==> src/rtl/en_data_pkg.sv <==
// Shared types and default parameters for the enable-qualified data transmitter.
package en_data_pkg;

    // Transmit FSM: wait for data, drive a strobe, or hold off for the idle gap.
    typedef enum logic [1:0] {
        IDLE = 2'd0,
        SEND = 2'd1,
        GAP  = 2'd2
    } tx_state_e;

    localparam int DW_DEF    = 8;
    localparam int DEPTH_DEF = 4;
    localparam int GAP_W_DEF = 4;

endpackage

==> src/rtl/en_data_fifo.sv <==
// Small synchronous FIFO: registered pointers and occupancy, head entry read
// combinationally so the transmitter can load it on the same edge it pops.
module en_data_fifo
    import en_data_pkg::*;
#(
    parameter int DW    = DW_DEF,
    parameter int DEPTH = DEPTH_DEF
) (
    input  logic                     clk,
    input  logic                     reset,
    input  logic                     push,
    input  logic [DW-1:0]            wr_data,
    input  logic                     pop,
    output logic [DW-1:0]            rd_data,
    output logic [$clog2(DEPTH):0]   count
);

    localparam int AW = $clog2(DEPTH);
    localparam int CW = AW + 1;
    localparam logic [CW-1:0] FULL = CW'(DEPTH);

    logic [DW-1:0]    mem [DEPTH];
    logic [AW-1:0]    wr_ptr_reg;
    logic [AW-1:0]    rd_ptr_reg;
    logic [CW-1:0]    count_reg;
    logic             push_ok;
    logic             pop_ok;
    logic [DEPTH-1:0] wr_sel;

    // Guard against overflow/underflow even if a caller misbehaves.
    assign push_ok = push && (count_reg != FULL);
    assign pop_ok  = pop  && (count_reg != '0);

    // One write-select line per entry, decoded from the write pointer.
    generate
        for (genvar gi = 0; gi < DEPTH; gi++) begin : g_wr_sel
            assign wr_sel[gi] = push_ok && (wr_ptr_reg == AW'(gi));
        end
    endgenerate

    // Storage write; contents need no reset since occupancy gates every read.
    always_ff @(posedge clk) begin
        for (int i = 0; i < DEPTH; i++) begin
            if (wr_sel[i]) begin
                mem[i] <= wr_data;
            end
        end
    end

    // Pointers wrap naturally because DEPTH is a power of two.
    always_ff @(posedge clk or posedge reset) begin
        if (reset) begin
            wr_ptr_reg <= '0;
            rd_ptr_reg <= '0;
            count_reg  <= '0;
        end else begin
            if (push_ok) begin
                wr_ptr_reg <= wr_ptr_reg + AW'(1);
            end
            if (pop_ok) begin
                rd_ptr_reg <= rd_ptr_reg + AW'(1);
            end
            case ({push_ok, pop_ok})
                2'b10:   count_reg <= count_reg + CW'(1);
                2'b01:   count_reg <= count_reg - CW'(1);
                default: count_reg <= count_reg;
            endcase
        end
    end

    assign rd_data = mem[rd_ptr_reg];
    assign count   = count_reg;

endmodule

==> src/rtl/en_data_tx.sv <==
// Transmit side of the enable-qualified data interface: buffers upstream bytes
// and replays them as single-cycle tx_en strobes separated by a programmable gap.
module en_data_tx
    import en_data_pkg::*;
#(
    parameter int DW    = DW_DEF,
    parameter int DEPTH = DEPTH_DEF,
    parameter int GAP_W = GAP_W_DEF
) (
    input  logic                     clk,
    input  logic                     reset,
    input  logic                     s_valid,
    input  logic [DW-1:0]            s_data,
    output logic                     s_ready,
    input  logic [GAP_W-1:0]         gap_cfg,
    output logic                     tx_en,
    output logic [DW-1:0]            tx_data,
    output logic                     busy,
    output logic [$clog2(DEPTH):0]   count
);

    localparam int CW = $clog2(DEPTH) + 1;
    localparam logic [CW-1:0] FULL = CW'(DEPTH);

    tx_state_e        state_reg;
    logic [GAP_W-1:0] gap_cnt_reg;
    logic             tx_en_reg;
    logic [DW-1:0]    tx_data_reg;

    logic [DW-1:0]    head_data;
    logic [CW-1:0]    fifo_count;
    logic             has_data;
    logic             gap_done;
    logic             push;
    logic             pop;

    // Ready depends on registered occupancy only: a pop on a full FIFO does not
    // open the door in the same cycle.
    assign s_ready  = (fifo_count != FULL);
    assign push     = s_valid && s_ready;
    assign has_data = (fifo_count != '0);
    // A gap counter of 0 cannot arise in GAP, but treat it as expired anyway.
    assign gap_done = (gap_cnt_reg <= GAP_W'(1));

    en_data_fifo #(
        .DW    (DW),
        .DEPTH (DEPTH)
    ) u_fifo (
        .clk     (clk),
        .reset   (reset),
        .push    (push),
        .wr_data (s_data),
        .pop     (pop),
        .rd_data (head_data),
        .count   (fifo_count)
    );

    // Decide whether the coming edge launches a strobe (and thus pops one entry).
    // GAP pops directly on its last cycle so spacing is exactly gap_cfg idle cycles.
    always_comb begin
        pop = 1'b0;
        case (state_reg)
            IDLE:    pop = has_data;
            SEND:    pop = (gap_cfg == '0) && has_data;
            GAP:     pop = gap_done && has_data;
            default: pop = 1'b0;
        endcase
    end

    // Transmit FSM with gap counter and registered strobe/data outputs.
    always_ff @(posedge clk or posedge reset) begin
        if (reset) begin
            state_reg   <= IDLE;
            gap_cnt_reg <= '0;
            tx_en_reg   <= 1'b0;
            tx_data_reg <= '0;
        end else begin
            tx_en_reg <= pop;
            if (pop) begin
                tx_data_reg <= head_data;
            end
            case (state_reg)
                IDLE: begin
                    if (has_data) begin
                        state_reg <= SEND;
                    end
                end
                SEND: begin
                    // gap_cfg is latched only here, so mid-gap changes wait a strobe.
                    gap_cnt_reg <= gap_cfg;
                    if (gap_cfg != '0) begin
                        state_reg <= GAP;
                    end else if (!has_data) begin
                        state_reg <= IDLE;
                    end
                end
                GAP: begin
                    if (gap_done) begin
                        state_reg <= has_data ? SEND : IDLE;
                    end else begin
                        gap_cnt_reg <= gap_cnt_reg - GAP_W'(1);
                    end
                end
                default: begin
                    state_reg <= IDLE;
                end
            endcase
        end
    end

    assign tx_en   = tx_en_reg;
    assign tx_data = tx_data_reg;
    assign count   = fifo_count;
    assign busy    = has_data || (state_reg != IDLE);

`ifdef FORMAL
    logic [GAP_W:0]   low_run_reg;
    logic [GAP_W-1:0] gap_seen_reg;
    logic             seen_reg;

    // Track idle cycles since the last strobe and the gap it sampled.
    always_ff @(posedge clk or posedge reset) begin
        if (reset) begin
            low_run_reg  <= '0;
            gap_seen_reg <= '0;
            seen_reg     <= 1'b0;
        end else if (tx_en_reg) begin
            low_run_reg  <= '0;
            gap_seen_reg <= gap_cfg;
            seen_reg     <= 1'b1;
        end else if (low_run_reg != '1) begin
            low_run_reg <= low_run_reg + (GAP_W+1)'(1);
        end
    end

    a_strobe_has_data: assert property (@(posedge clk) disable iff (reset)
        tx_en |-> $past(count) > '0);
    a_count_bound: assert property (@(posedge clk) disable iff (reset)
        count <= FULL);
    a_ready_full: assert property (@(posedge clk) disable iff (reset)
        !s_ready |-> count == FULL);
    a_data_hold: assert property (@(posedge clk) disable iff (reset)
        !tx_en |=> tx_en || $stable(tx_data));
    a_spacing: assert property (@(posedge clk) disable iff (reset)
        (tx_en && seen_reg) |-> low_run_reg >= {1'b0, gap_seen_reg});
`endif

endmodule
==> config.mk <==
export PLATFORM = sky130hd
export DESIGN_NAME = en_data_tx
export DESIGN_NICKNAME = d
export VERILOG_FILES = /design/src/rtl/en_data_pkg.sv /design/src/rtl/en_data_fifo.sv /design/src/rtl/en_data_tx.sv
export SDC_FILE = /design/constraint.sdc
export NUM_CORES = 1
export LEC_CHECK = 0
export ABC_CLOCK_PERIOD_IN_PS = 2300
export BUFFER_PORTS_ARGS = -buffer_cell sky130_fd_sc_hd__buf_2
export CAP_MARGIN = 20
export CORE_ASPECT_RATIO = 0.5
export CORE_MARGIN = 4
export CORE_UTILIZATION = 49
export CTS_BUF_LIST = sky130_fd_sc_hd__clkbuf_16
export DETAILED_ROUTE_END_ITERATION = 7
export PLACE_DENSITY_LB_ADDON = 0.12
export SYNTH_ARGS = -nofsm -noshare
export SYNTH_HDL_FRONTEND = slang
export SYNTH_SLANG_ARGS = --single-unit
==> constraint.sdc <==
create_clock -name clk -period 2.3 [get_ports clk]
set_input_delay 0.46 -clock clk [delete_from_list [all_inputs] [get_ports clk]]
set_output_delay 0.46 -clock clk [all_outputs]
set_load 0.01 [all_outputs]
## Word-level counts from Yosys, hierarchy flattened

Memory sizes are Yosys's and may differ from the RTL's. A register that Yosys moved wholly into a read port is not among the register bits.
Cells that the tools add are included.

- Muxes and demuxes: 27
- Eq/ne operators: 12
- $lt $le $gt $ge: 1
- $add $sub $neg: 5
- Reductions and logical operators: 23

Operators with widths:

| cell | number |
|---|---|
| two-way mux 8 bit | 3 |
| OR reduction 8 bit | 3 |
| two-way mux 2 bit | 7 |
| two-way mux 1 bit | 12 |
| logical AND 1 bit | 9 |
| equality test 2 bit (second input constant) | 4 |
| one-hot mux 4 bit (2 select lines) | 1 |
| equality test 2 x 1 -> 1 bit (second input constant) | 3 |
| inequality test 2 bit (second input constant) | 3 |
| inequality test 3 bit (second input constant) | 2 |
| one-hot mux 2 bit (3 select lines) | 1 |
| one-hot mux 3 bit (2 select lines) | 1 |
| nonzero test 2 bit | 3 |
| adder 2 x 1 -> 2 bit (second input constant) | 2 |
| <= comparator 4 x 1 -> 1 bit (second input constant) | 1 |
| zero test 2 bit | 2 |
| zero test 4 bit | 1 |
| two-way mux 4 bit | 1 |
| nonzero test 4 bit | 1 |
| subtractor 4 x 1 -> 4 bit (second input constant) | 1 |
| adder 3 x 1 -> 3 bit (second input constant) | 1 |
| one-hot mux 1 bit (3 select lines) | 1 |
| AND reduction 3 bit | 1 |
| nonzero test 3 bit | 1 |
| 3 further kinds | 3 |

- Word-level logic and storage cells: 75
- Register bits: 14
- Memories kept: 1
- Bits of input ports: 15
- Output and inout port bits: 14
- Memory bits (writable): 32

Memory list:

| name | words | width | rd ports | clocked after Yosys merged registers in | write ports | RTL line | text |
|---|---|---|---|---|---|---|---|
| u_fifo.mem | 4 | 8 | 1 | 1 | 1 | en_data_fifo.sv:22 | `logic [DW-1:0] mem [DEPTH];` |

## Logic depth before layout (Yosys ltp)

Gate-level depths: netlist of the first run.

- Word-level depth: 10
- Gate-level depth with buffers: 13
- Mapped depth without buffers: 12

## Cells and area by module

A second synthesis of the first run with hierarchy kept.

- Cell total of the unflattened synthesis: 158
- Area, all modules: 2456.1 sq um

Modules (own cells, without submodules):

| module | cells an instance | seq. area each (sq um) | area an instance (sq um) | instances |
|---|---|---|---|---|
| en_data_fifo | 79 | 1136.1 | 1585.3 | 1 |
| en_data_tx | 79 | 375.4 | 870.8 | 1 |

## Worst setup path after synthesis of the first run

OpenSTA, ideal clock, no wires.

- Path kind: reg-to-reg
- From: register state_reg[0]
- To: register u_fifo.count_reg[2], in the netlist u_fifo.count[2]
- Arrival time: 2.335 ns
- Period minus slack after synthesis: 2.414 ns
- Setup time: 0.079 ns
- Stages on the path, launching flop included: 14
- Data required time: 2.221 ns
- Path slack: -0.114 ns
- Path buffers: 2
- Cells stage by stage: dfrtp_1 -> inv_1 -> ha_1 -> clkbuf_1 -> and4_4 -> o31ai_4 -> buf_6 -> inv_1 -> ha_1 -> inv_1 -> fa_1 -> xor2_1 -> nor2_1 -> xor2_1

- Word-level cells in the longest chain between the ends: 5
- Elaborated cells between the ends (all ways): 9
- Classes of those cells: eq/ne (4); mux (2); reduce/logical (3)

RTL lines:

| what | RTL line | text |
|---|---|---|
| start: declaration | en_data_tx.sv:25 | `tx_state_e state_reg;` |
| start signal: assignment | en_data_tx.sv:99 | `state_reg <= has_data ? SEND : IDLE;` |
| equality test 2 bit (tied with other cells) | en_data_tx.sv:62 | `case (state_reg)` |
| one-hot mux 1 bit (3 select lines) * | en_data_tx.sv:62 |  |
| logical AND 1 bit * | en_data_fifo.sv:32 | `assign pop_ok = pop && (count_reg != '0);` |
| via u_fifo.pop_ok | en_data_fifo.sv:27 | `logic pop_ok;` |
| equality test 2 x 1 -> 1 bit or equality test 2 bit (tied branches) | en_data_fifo.sv:63 | `case ({push_ok, pop_ok})` |
| one-hot mux 3 bit (2 select lines) or nonzero test 2 bit (tied branches) | -- |  |
| end signal: assignment | en_data_fifo.sv:64 | `2'b10: count_reg <= count_reg + CW'(1);` |
| end signal: assignment | en_data_fifo.sv:65 | `2'b01: count_reg <= count_reg - CW'(1);` |
| end signal: assignment | en_data_fifo.sv:66 | `default: count_reg <= count_reg;` |
| end: declaration | en_data_fifo.sv:25 | `logic [CW-1:0] count_reg;` |

Mark *: on every way through the listed nets, which the timed path passes. The rest lies on a longest branch.
A chain may end at the register's enable or synchronous reset.

## Worst setup path after layout of the first run

- From: register gap_cnt_reg[1]
- To: register u_fifo.count_reg[2], in the netlist u_fifo.count[2]

- Word-level cells in the longest chain between the ends: 6
- Elaborated cells between the ends (all ways): 8
- Classes of those cells: order compare (1); eq/ne (2); mux (2); reduce/logical (3)

RTL lines:

| what | RTL line | text |
|---|---|---|
| start: declaration | en_data_tx.sv:26 | `logic [GAP_W-1:0] gap_cnt_reg;` |
| start signal: assignment | en_data_tx.sv:90 | `gap_cnt_reg <= gap_cfg;` |
| start signal: assignment | en_data_tx.sv:101 | `gap_cnt_reg <= gap_cnt_reg - GAP_W'(1);` |
| <= comparator 4 x 1 -> 1 bit * | en_data_tx.sv:43 | `assign gap_done = (gap_cnt_reg <= GAP_W'(1));` |
| logical AND 1 bit * | en_data_tx.sv:65 | `GAP: pop = gap_done && has_data;` |
| one-hot mux 1 bit (3 select lines) * | en_data_tx.sv:62 |  |
| logical AND 1 bit * | en_data_fifo.sv:32 |  |
| via u_fifo.pop_ok | en_data_fifo.sv:27 |  |
| equality test 2 x 1 -> 1 bit or equality test 2 bit (tied branches) | en_data_fifo.sv:63 |  |
| one-hot mux 3 bit (2 select lines) or nonzero test 2 bit (tied branches) | -- |  |

Marks and branches as above.

==> results of run 1 <==
[path summary, 6_finish.rpt]
kind | startpoint | end | slack [ps] | depth (start not counted)
worst max-delay path | gap_cnt_reg[1] | u_fifo.count[2] | 100 | 12
worst min-delay path | reset | tx_en | 70 | 2
worst max register to register | gap_cnt_reg[1] | u_fifo.count[2] | 100 | 12
worst min register to register | tx_data[6] | tx_data[6] | 490 | 1
max in group asynchronous | reset | tx_data[3] | 1740 | 3
min in group clk | s_data[3] | u_fifo.mem[2][3] | 390 | 1
[logic make-up after synthesis]
group	after synthesis	share of synthesized area, %
xor gates and xnor gates	6	2.154
buffers and inverters	19	3.281
muxes	19	13.49
AOI/OAI and AO/OA	14	4.667
DFF	54	61.95
and+or+nand+nor	30	8.001
adders and majority gates	12	6.461
[report_power, final]
group / leakage, nW / total (mW) / switching (mW) / internal [mW]
Combinational: 0.557 / 1.66 / 0.771 / 0.890
Clock: 0.0844 / 0.851 / 0.332 / 0.519
Sequential: 0.554 / 1.60 / 0.233 / 1.37
Total: 1.19 / 4.11 / 1.34 / 2.78
[worst reg2reg max path, stage by stage, from the launching register on]
cell     delay (ps)
dfrtp_1         350
inv_1            70
ha_2            200
or2_4           270
and4_4          190
o31ai_4         210
inv_2            70
ha_4            170
inv_2            50
fa_2            190
xor2_1          140
nor2_1           60
xor2_1          130
[layout by cell type, fill, tap and decap left out, types with 3 or more instances in the layout]
cell        n
and3_1      4
clkbuf_16   5
nor2_1      8
mux4_2      8
dfrtp_1    22
buf_4       6
edfxtp_1   32
ha_1        9
nand3_1     3
xnor2_1     4
buf_2      28
inv_1      13
mux2_4      7
[through the flow]
| stage | power, mW | hold slack (ps) | setup WS, ps | cell area (um2) |
|---|---|---|---|---|
| final | 4.112 | 69.56 | 101.9 | 2877 |
| after global routing | 4.394 | 87.93 | -10.14 | 2877 |
| after global placement | 3.226 | 374.1 | 0.9532 | 2694 |
| after CTS | 4.159 | 71.87 | 23.53 | 2874 |
| after detailed placement | 3.282 | 376.4 | -16.86 | 2694 |
| after floorplan | 2.845 | 449.2 | -53.32 | 2459 |
[cell usage after synthesis, types with 2 or more instances]
cell      instances  area [um2]
nor2_1            8       30.03
mux2_4            7       105.1
o21ai_0           3       15.01
dfrtp_1          22       550.5
mux2_2            2       22.52
xnor2_1           4       35.03
nand2_1           2       7.510
nand3_1           3       15.01
edfxtp_1         32       960.9
xor2_1            2       17.52
and3_1            4       25.02
a211oi_1          2       15.01
inv_1            15       56.30
ha_1             11       137.6
mux4_2            8       180.2
[final cells by class]
class,count,share of cell area (%)
clock buffers,5,4.350
well taps,66,2.871
inverters,15,1.957
flip-flops and latches,54,52.54
clock inverters,3,1.653
multi-input cells,81,30.19
repair buffers,34,6.438
[what timing repair did]
item                       CTS  global route
gates resized for setup      0             1
hold endpoints to repair     0             0
buffers inserted             1             0
pin swaps                    0             2
setup endpoints to repair    2             2
[routing by layer]
layer	global-route usage (%)	routed length [um]
met2	23.59	1980
met1	17.63	1819
met3	4.672	139
met4	3.957	27
met5	0	0
==> metrics.md, run 1 <==
| Metric | Value |
|---|---|
| Status | completed |
| Delay-heaviest family, CP | adder cells |
| Routed len/inst | 15.38 um |
| Syn Std Cell Area | 2440 um2 |
| Finished Layout Cells | 258 |
| Post-synthesis sequential area ratio | 61.95% |
| Fmax | 0.4549 GHz |
| Gp weighted congestion | 0.7955 |
| Worst Skew | 5.536 ps |
| 1st-iter DRT viols | 52 |
| Initial Util | 53.10% |
| Worst slew pin tran | 562.3 ps |
| Post-DP HPWL | 2833 um |
| CTS buffer count | 5 |
| Setup CP Type | reg -> reg |
| Die area | 6241 um2 |
| Sink Count | 54 |
| Post-route ant nets | 0 |
| Register Area | 1511 um2 |
| Chip Width | 107.8 um |
| Startpoint types | register |
| Avg Cell Area, Syn | 15.84 um2 |
| EDFF count, synth | 32 |
| Slowest CP cell | dfrtp_1 |
| Leakage | 1.195 nW |
| Vias in the first global route | 1383 |
| Die Y | 57.90 um |
| Final min period | 2198 ps |
| Buffers & Inverters on Critical Path | 3 |
| CP Max Fanout | 4 |
| Multi-input logic area | 868.3 um2 |
| Critical path arrival | 2370 ps |
| Critical path cell sequence | inv_1 -> ha_2 -> or2_4 -> and4_4 -> o31ai_4 -> inv_2 -> ha_4 -> inv_2 -> fa_2 -> xor2_1 -> nor2_1 -> xor2_1 |
| H-tree depth reported by CTS | 2 |
| Tcrit/Tclk final | 95.57% |
| Ys async rst share | 40.74% |
| Max-slew violations | 0 |
| Port buffer count | 28 |
| Fin nets | 218 |
| FILL cells | 354 |
| I/O pin total | 29 |
| Worst Setup End Kind | register |
| First-pass GRT wire length | 6555 um |
| Max stage delay on crit path | 350 ps |
| Dominant synthesized flop cell | edfxtp_1 |
| Largest register FFs | 32 |
| Distinct cells, synth | 44 |
| DR vias | 1325 |
| Synth warn | 0 |
| Rows | 17 |
| Clk Latency, worst-skew pair | 290 ps |
| Core area | 4594 um2 |
| GRT Residual Overflow | 0 |
| Placed cells | 249 |
| Required @ worst endpoint | 2470 ps |
| Max_cap viols | 0 |
| Vias per cell | 5.136 |
| Root Driver | clkbuf_16 |
| Share of layout cells above drive strength 1 | 37.50% |
| Final setup fails | 0 |
| Tot GR Track Use | 14.03% |
| CTS hold repair buffers | 0 |
| Routed WL | 3967 um |
| Ant diodes | 0 |
| Largest net degree at the start of global routing | 19 |
| Post-route DRC | 0 |
| Yosys reg bits | 54 |
| VDD IR-drop max | 0.5527 mV |
| Initial antenna violation count | 0 |
| Final hold violation count | 0 |
| Cell count after synthesis | 154 |
| Clock Pin Slew Worst Setup and Hold Paths | 70 ps |
| Worst Hold Class | in -> async |
| First-pass iteration count of the detailed router | 4 |
| CTS Buffer Depth | 2 |
| Area Growth Syn to Fin | 17.90% |
| Max-slew headroom | 62.52% |
| Final core utilization | 62.61% |
| Power per Cell Area | 1429 nW/um2 |
| CTS tree | done |
| Setup_tns | 0 ps |
| Post-synthesis net count | 181 |
(Power assumes the default switching activity.)
==> inputs of run 2 (changes only) <==
--- a/config.mk
+++ b/config.mk
@@ -6,13 +6,13 @@
 export NUM_CORES = 1
 export LEC_CHECK = 0
 export ABC_CLOCK_PERIOD_IN_PS = 2300
-export BUFFER_PORTS_ARGS = -buffer_cell sky130_fd_sc_hd__buf_2
 export CAP_MARGIN = 20
 export CORE_ASPECT_RATIO = 0.5
 export CORE_MARGIN = 4
 export CORE_UTILIZATION = 49
 export CTS_BUF_LIST = sky130_fd_sc_hd__clkbuf_16
 export DETAILED_ROUTE_END_ITERATION = 7
+export DONT_BUFFER_PORTS = 1
 export PLACE_DENSITY_LB_ADDON = 0.12
 export SYNTH_ARGS = -nofsm -noshare
 export SYNTH_HDL_FRONTEND = slang
==> metrics.md, run 2 (synthesis gave the netlist of run 1 again) <==
| Metric | Value |
|---|---|
| Status | completed (unchanged) |
| Met1 usage | 20.12% (was 17.63%) |
| Critical path arrival | 2360 ps (was 2370 ps) |
| Routed WL | 4052 um (was 3967 um) |
| Largest register FFs | 32 (unchanged) |
| VDD IR-drop max | 0.5010 mV (was 0.5527 mV) |
| Met2 GRT Util | 23.06% (was 23.59%) |
| Required @ worst endpoint | 2460 ps (was 2470 ps) |
| Post-route ant nets | 0 (unchanged) |
| Port buffer count | 0 (was 28) |
| Final setup fails | 0 (unchanged) |
| Sink Count | 54 (unchanged) |
| Hold slack | 262.2 ps (was 69.56 ps) |
| CP Max Fanout | 4 (unchanged) |
| Initial antenna violation count | 0 (unchanged) |
| Ant diodes | 0 (unchanged) |
| Root Driver | clkbuf_16 (unchanged) |
| Initial Util | 53.10% (unchanged) |
| Worst Skew | 9.184 ps (was 5.536 ps) |
| 1st-iter DRT viols | 37 (was 52) |
| Power per Cell Area | 1457 nW/um2 (was 1429 nW/um2) |
| Post-route DRC | 0 (unchanged) |
| Gp weighted congestion | 0.8198 (was 0.7955) |
| I/O pin total | 29 (unchanged) |
| Max stage delay on crit path | 370 ps (was 350 ps) |
| Slowest CP cell | dfrtp_1 (unchanged) |
| Chip Width | 107.8 um (unchanged) |
| Hold path depth | 0 |
| H-tree depth reported by CTS | 2 (unchanged) |
| Startpoint types | register (unchanged) |
| CTS buffer count | 5 (unchanged) |
| Leakage | 1.096 nW (was 1.195 nW) |
| Worst Setup End Kind | register (unchanged) |
| GRT Residual Overflow | 0 (unchanged) |
| Most frequent cells in the layout | edfxtp_1 (32), dfrtp_1 (22), inv_1 (13) (was edfxtp_1 (32), buf_2 (28), dfrtp_1 (22)) |
| Placed cells | 222 (was 249) |
| Final min period | 2201 ps (was 2198 ps) |
| Share of layout cells above drive strength 1 | 27.54% (was 37.50%) |
| Fmax | 0.4543 GHz (was 0.4549 GHz) |
| DR vias | 1236 (was 1325) |
| Clock Pin Slew Worst Setup and Hold Paths | 70 ps (about the same) |
| Routed len/inst | 17.39 um (was 15.38 um) |
| Final WS setup | 98.83 ps (was 101.9 ps) |
| Critical path cell sequence | inv_1 -> ha_2 -> or2_4 -> and4_4 -> o31ai_4 -> inv_2 -> ha_4 -> inv_2 -> fa_2 -> xor2_1 -> nor2_1 -> xor2_1 (unchanged) |
| GRT met3 Usage | 5.006% (was 4.672%) |
| Buffers & Inverters on Critical Path | 3 (unchanged) |
| FILL cells | 368 (was 354) |
| Post-place setup slack | 24.27 ps (was -16.86 ps) |
| Max-slew headroom | 59.45% (was 62.52%) |
| Tot GR Track Use | 14.69% (was 14.03%) |
| Tcrit/Tclk final | 95.70% (was 95.57%) |
| Max_cap viols | 0 (unchanged) |
| Final hold violation count | 0 (unchanged) |
| Unrepaired setup endpoints after global routing | false |
| Largest net degree at the start of global routing | 19 (unchanged) |
| First-pass iteration count of the detailed router | 4 (unchanged) |
| Delay-heaviest family, CP | adder cells (unchanged) |
| Commonest non-fill, non-tap cell in the layout | edfxtp_1 (unchanged) |
| First-pass GRT wire length | 6913 um (was 6555 um) |
| Final core utilization | 60.05% (was 62.61%) |
| Die area | 6241 um2 (unchanged) |
| Die Y | 57.90 um (unchanged) |
| CTS Buffer Depth | 2 (unchanged) |
| CTS tree | done (unchanged) |
| Setup CP Type | reg -> reg (unchanged) |
| Area Growth Syn to Fin | 13.08% (was 17.90%) |
| Clk Latency, worst-skew pair | 290 ps (about the same) |
| Worst reg-to-reg path cell count | 12 (unchanged) |
| Rows | 17 (unchanged) |
| Finished Layout Cells | 233 (was 258) |
| Post-DP HPWL | 2758 um (was 2833 um) |
| Vias in the first global route | 1320 (was 1383) |
| Core area | 4594 um2 (unchanged) |
| Setup_tns | 0 ps (unchanged) |
| Worst slew pin tran | 608.2 ps (was 562.3 ps) |
| Vias per cell | 5.305 (was 5.136) |
| Max-slew violations | 0 (unchanged) |
| GRT Max-Usage Layer | met2 (unchanged) |
| CP Depth | 12 (unchanged) |
| Worst Hold Class | in -> reg (was in -> async) |
| Fin nets | 193 (was 218) |
[run 2: worst paths after layout]
| check | startpoint | end | slack [ps] |
|---|---|---|---|
| max reg2reg | gap_cnt_reg[0] | u_fifo.count[2] | 100 |
| max | gap_cnt_reg[0] | u_fifo.count[2] | 100 |
| min | s_data[3] | u_fifo.mem[0][3] | 260 |
| min reg2reg | tx_data[6] | tx_data[6] | 570 |
| min in group asynchronous | reset | tx_en | 500 |
| max in group asynchronous | reset | tx_data[6] | 1280 |
[run 2: cell type report]
class                           instances  area [um2]  area share, %
Sequential cell                        54        1511          54.78
Multi-Input combinational cell         81       870.8          31.56
Clock buffer                            5       125.1          4.535
Tap cell                               66       82.58          2.993
Timing Repair Buffer                    9       70.07          2.540
Inverter                               15       56.30          2.041
Clock inverter                          3       42.54          1.542
[run 2: routing by layer]
metal,share of wire [%],vias up
li1,-,594
met1,48,622
met2,48,18
met3,4.5,2
met4,0.17,0
met5,0,-
[run 2: what timing repair did]
action,in CTS,in global routing
hold endpoints to repair,4,0
pin swaps,0,6
gates resized for setup,0,2
hold buffers,1,0
buffers inserted,1,1
endpoints found under the setup margin,1,2
[run 2: stage by stage]
step	total power [mW]	area, um2
final	4.020	2759
after global routing	4.305	2759
after CTS	4.035	2746
after detailed placement	3.161	2561
after global placement	3.120	2561
after floorplan	2.845	2459
[run 2: where the power goes]
part | switching (mW) | total, mW | leakage, nW | internal, mW
clock network | 0.338 | 0.852 | 0.0818 | 0.514
logic | 0.667 | 1.49 | 0.461 | 0.822
registers | 0.312 | 1.68 | 0.554 | 1.37
==> inputs of run 3 (changes only) <==
--- a/config.mk
+++ b/config.mk
@@ -9,10 +9,11 @@
 export CAP_MARGIN = 20
 export CORE_ASPECT_RATIO = 0.5
 export CORE_MARGIN = 4
-export CORE_UTILIZATION = 49
+export CORE_UTILIZATION = 55
 export CTS_BUF_LIST = sky130_fd_sc_hd__clkbuf_16
 export DETAILED_ROUTE_END_ITERATION = 7
 export DONT_BUFFER_PORTS = 1
+export GPL_TIMING_DRIVEN = 0
 export PLACE_DENSITY_LB_ADDON = 0.12
 export SYNTH_ARGS = -nofsm -noshare
 export SYNTH_HDL_FRONTEND = slang
==> metrics.md, run 3 (synthesis gave the netlist of run 1 again) <==
| Metric | Value |
|---|---|
| Chip Width | 102.2 um (was 107.8 um) |
| FILL cells | 278 (was 368) |
| Clk pwr share | 20.1% (was 21.2%) |
| Max stage delay on crit path | 400 ps (was 370 ps) |
| Hold slack | 227.6 ps (was 262.2 ps) |
| Sequential power share | 38.9% (was 41.8%) |
| Unrepaired setup endpoints after global routing | true (was false) |
| Final instance area | 2784 um2 (was 2759 um2) |
| Die area | 5630 um2 (was 6241 um2) |
| Final WS setup | 6.498 ps (was 98.83 ps) |
| Comb pwr share | 41.0% (was 37.0%) |
| GRT Residual Overflow | 0 (unchanged) |
| First-pass GRT wire length | 6265 um (was 6913 um) |
| CTS Buffer Depth | 2 (unchanged) |
| Final setup fails | 0 (unchanged) |
| Switching share of power | 32.59% (was 32.76%) |
| CTS buffer count | 5 (unchanged) |
| Initial Util | 59.74% (was 53.10%) |
| H-tree depth reported by CTS | 2 (unchanged) |
| 1st-iter DRT viols | 55 (was 37) |
| Worst Setup End Kind | register (unchanged) |
| Vias in the first global route | 1318 (was 1320) |
| Required @ worst endpoint | 2460 ps (about the same) |
| Crit Reg-Reg Startpoint | gap_cnt_reg[0] (unchanged) |
| Routed WL | 3960 um (was 4052 um) |
| Gp weighted congestion | 0.7656 (was 0.8198) |
| Routed len/inst | 17.68 um (was 17.39 um) |
| Max-slew headroom | 43.99% (was 59.45%) |
| Slowest CP cell | dfrtp_1 (unchanged) |
| Tcrit/Tclk final | 99.72% (was 95.70%) |
| Largest net degree at the start of global routing | 23 (was 19) |
| Critical path arrival | 2460 ps (was 2360 ps) |
| Worst slew pin tran | 839.2 ps (was 608.2 ps) |
| Leakage | 1.110 nW (was 1.096 nW) |
| Worst Skew | 7.304 ps (was 9.184 ps) |
| Multi-input logic area | 883.3 um2 (was 870.8 um2) |
| CTS tree | done (unchanged) |
| Post-place setup slack | -234.4 ps (was 24.27 ps) |
| Max_cap viols | 0 (unchanged) |
| Post-route ant nets | 0 (unchanged) |
| Commonest non-fill, non-tap cell in the layout | edfxtp_1 (unchanged) |
| Tot GR Track Use | 15.63% (was 14.69%) |
| Status | completed (unchanged) |
| CP Max Fanout | 4 (unchanged) |
| Buffers & Inverters on Critical Path | 4 (was 3) |
| Root Driver | clkbuf_16 (unchanged) |
| Power per Cell Area | 1484 nW/um2 (was 1457 nW/um2) |
| VDD IR-drop max | 0.6440 mV (was 0.5010 mV) |
| Core area | 4084 um2 (was 4594 um2) |
| Share of layout cells above drive strength 1 | 31.18% (was 27.54%) |
| Post-route DRC | 0 (unchanged) |
| Die Y | 55.10 um (was 57.90 um) |
| Internal power | 2.786 mW (was 2.703 mW) |
| Worst Hold Class | in -> async (was in -> reg) |
| Setup_tns | 0 ps (unchanged) |
| Final hold violation count | 0 (unchanged) |
| Max-slew violations | 0 (unchanged) |
| CP startpoint | gap_cnt_reg[0] (unchanged) |
| Placed cell area | 2526 um2 (was 2561 um2) |
| Sink Count | 54 (unchanged) |
| NetSw | 1.347 mW (was 1.317 mW) |
| Rows | 16 (was 17) |
| Post-DP HPWL | 2702 um (was 2758 um) |
| Port buffer count | 0 (unchanged) |
| Setup CP Type | reg -> reg (unchanged) |
| Largest register FFs | 32 (unchanged) |
| Final min period | 2294 ps (was 2201 ps) |
| Initial antenna violation count | 0 (unchanged) |
| Register Area | 1511 um2 (unchanged) |
| First-pass iteration count of the detailed router | 4 (unchanged) |
| Vias per cell | 5.661 (was 5.305) |
| Delay-heaviest family, CP | adder cells (unchanged) |
| I/O pin total | 29 (unchanged) |
| Clock Pin Slew Worst Setup and Hold Paths | 70 ps (about the same) |
| Clk Latency, worst-skew pair | 290 ps (about the same) |
| DR vias | 1268 (was 1236) |
| Fmax | 0.4360 GHz (was 0.4543 GHz) |
| Most frequent cells in the layout | edfxtp_1 (32), dfrtp_1 (22), inv_1 (11) (was edfxtp_1 (32), dfrtp_1 (22), inv_1 (13)) |
| Critical path cell sequence | inv_2 -> ha_4 -> or2_4 -> and4_4 -> o31ai_4 -> buf_6 -> inv_4 -> ha_4 -> inv_2 -> fa_2 -> xor2_1 -> nor2_1 -> xor2_1 (was inv_1 -> ha_2 -> or2_4 -> and4_4 -> o31ai_4 -> inv_2 -> ha_4 -> inv_2 -> fa_2 -> xor2_1 -> nor2_1 -> xor2_1) |
| Fin nets | 196 (was 193) |
| Area Growth Syn to Fin | 14.10% (was 13.08%) |
| Ant diodes | 0 (unchanged) |
| Startpoint types | register (unchanged) |
-- run 3: cell types whose count changed in the layout (fill, tap and decap cells not counted), sizes merged --
cell,previous run,this run
buf,8,11
dlygate4sd3,1,0
clkbuf,5,6
-- run 3: final cells by class --
| cell class | count | area share (%) |
|---|---|---|
| sequential | 54 | 54.29 |
| multi-input combinational | 81 | 31.73 |
| clock buffer | 5 | 4.494 |
| tap | 54 | 2.427 |
| timing repair buffer | 8 | 2.157 |
| inverter | 15 | 2.112 |
| clock inverter | 3 | 1.573 |
| buffer | 4 | 1.213 |
-- run 3: path summary, 6_finish.rpt --
path	endpoint	slack, ps	cells past startpoint
max	u_fifo.count[2]	6	13
min	tx_data[3]	230	1
max reg2reg	u_fifo.count[2]	6	13
min reg2reg	tx_data[4]	590	1
max in group asynchronous	state_reg[0]	1550	1
min in group clk	u_fifo.mem[3][0]	260	0
-- run 3: power by group through the flow --
stage          Clock [mW]  Sequential (mW)  Combinational (mW)
2_1_floorplan           0             1.57                1.27
3_3_place_gp            0             1.63                1.47
3_5_place_dp            0             1.64                1.52
4_1_cts             0.846             1.61                1.65
5_1_grt             0.892             1.64                1.86
6_report            0.830             1.61                1.69
-- run 3: stage by stage --
stage | power, mW | cells | utilization, %
6_report | 4.133 | 224 | 68.17
5_1_grt | 4.388 | 224 | 68.17
4_1_cts | 4.111 | 222 | 67.43
3_5_place_dp | 3.157 | 208 | 61.86
3_3_place_gp | 3.093 | 208 | 61.86
2_1_floorplan | 2.845 | 154 | -
-- run 3: metal layers --
metal  vias to the layer above  wire (um)  global-route usage [%]
met5                         -          0                       0
met4                         0         27                   5.229
met3                         4        287                   6.633
met2                        31       1958                   26.88
met1                       642       1686                   18.20
li1                        591          -                       -
-- run 3: what timing repair did --
action | 4_1_cts | 5_1_grt
pin swaps | 1 | 7
hold buffers | 0 | 0
gates resized for setup | 4 | 5
setup endpoints to repair | 2 | 2
setup buffers | 6 | 2
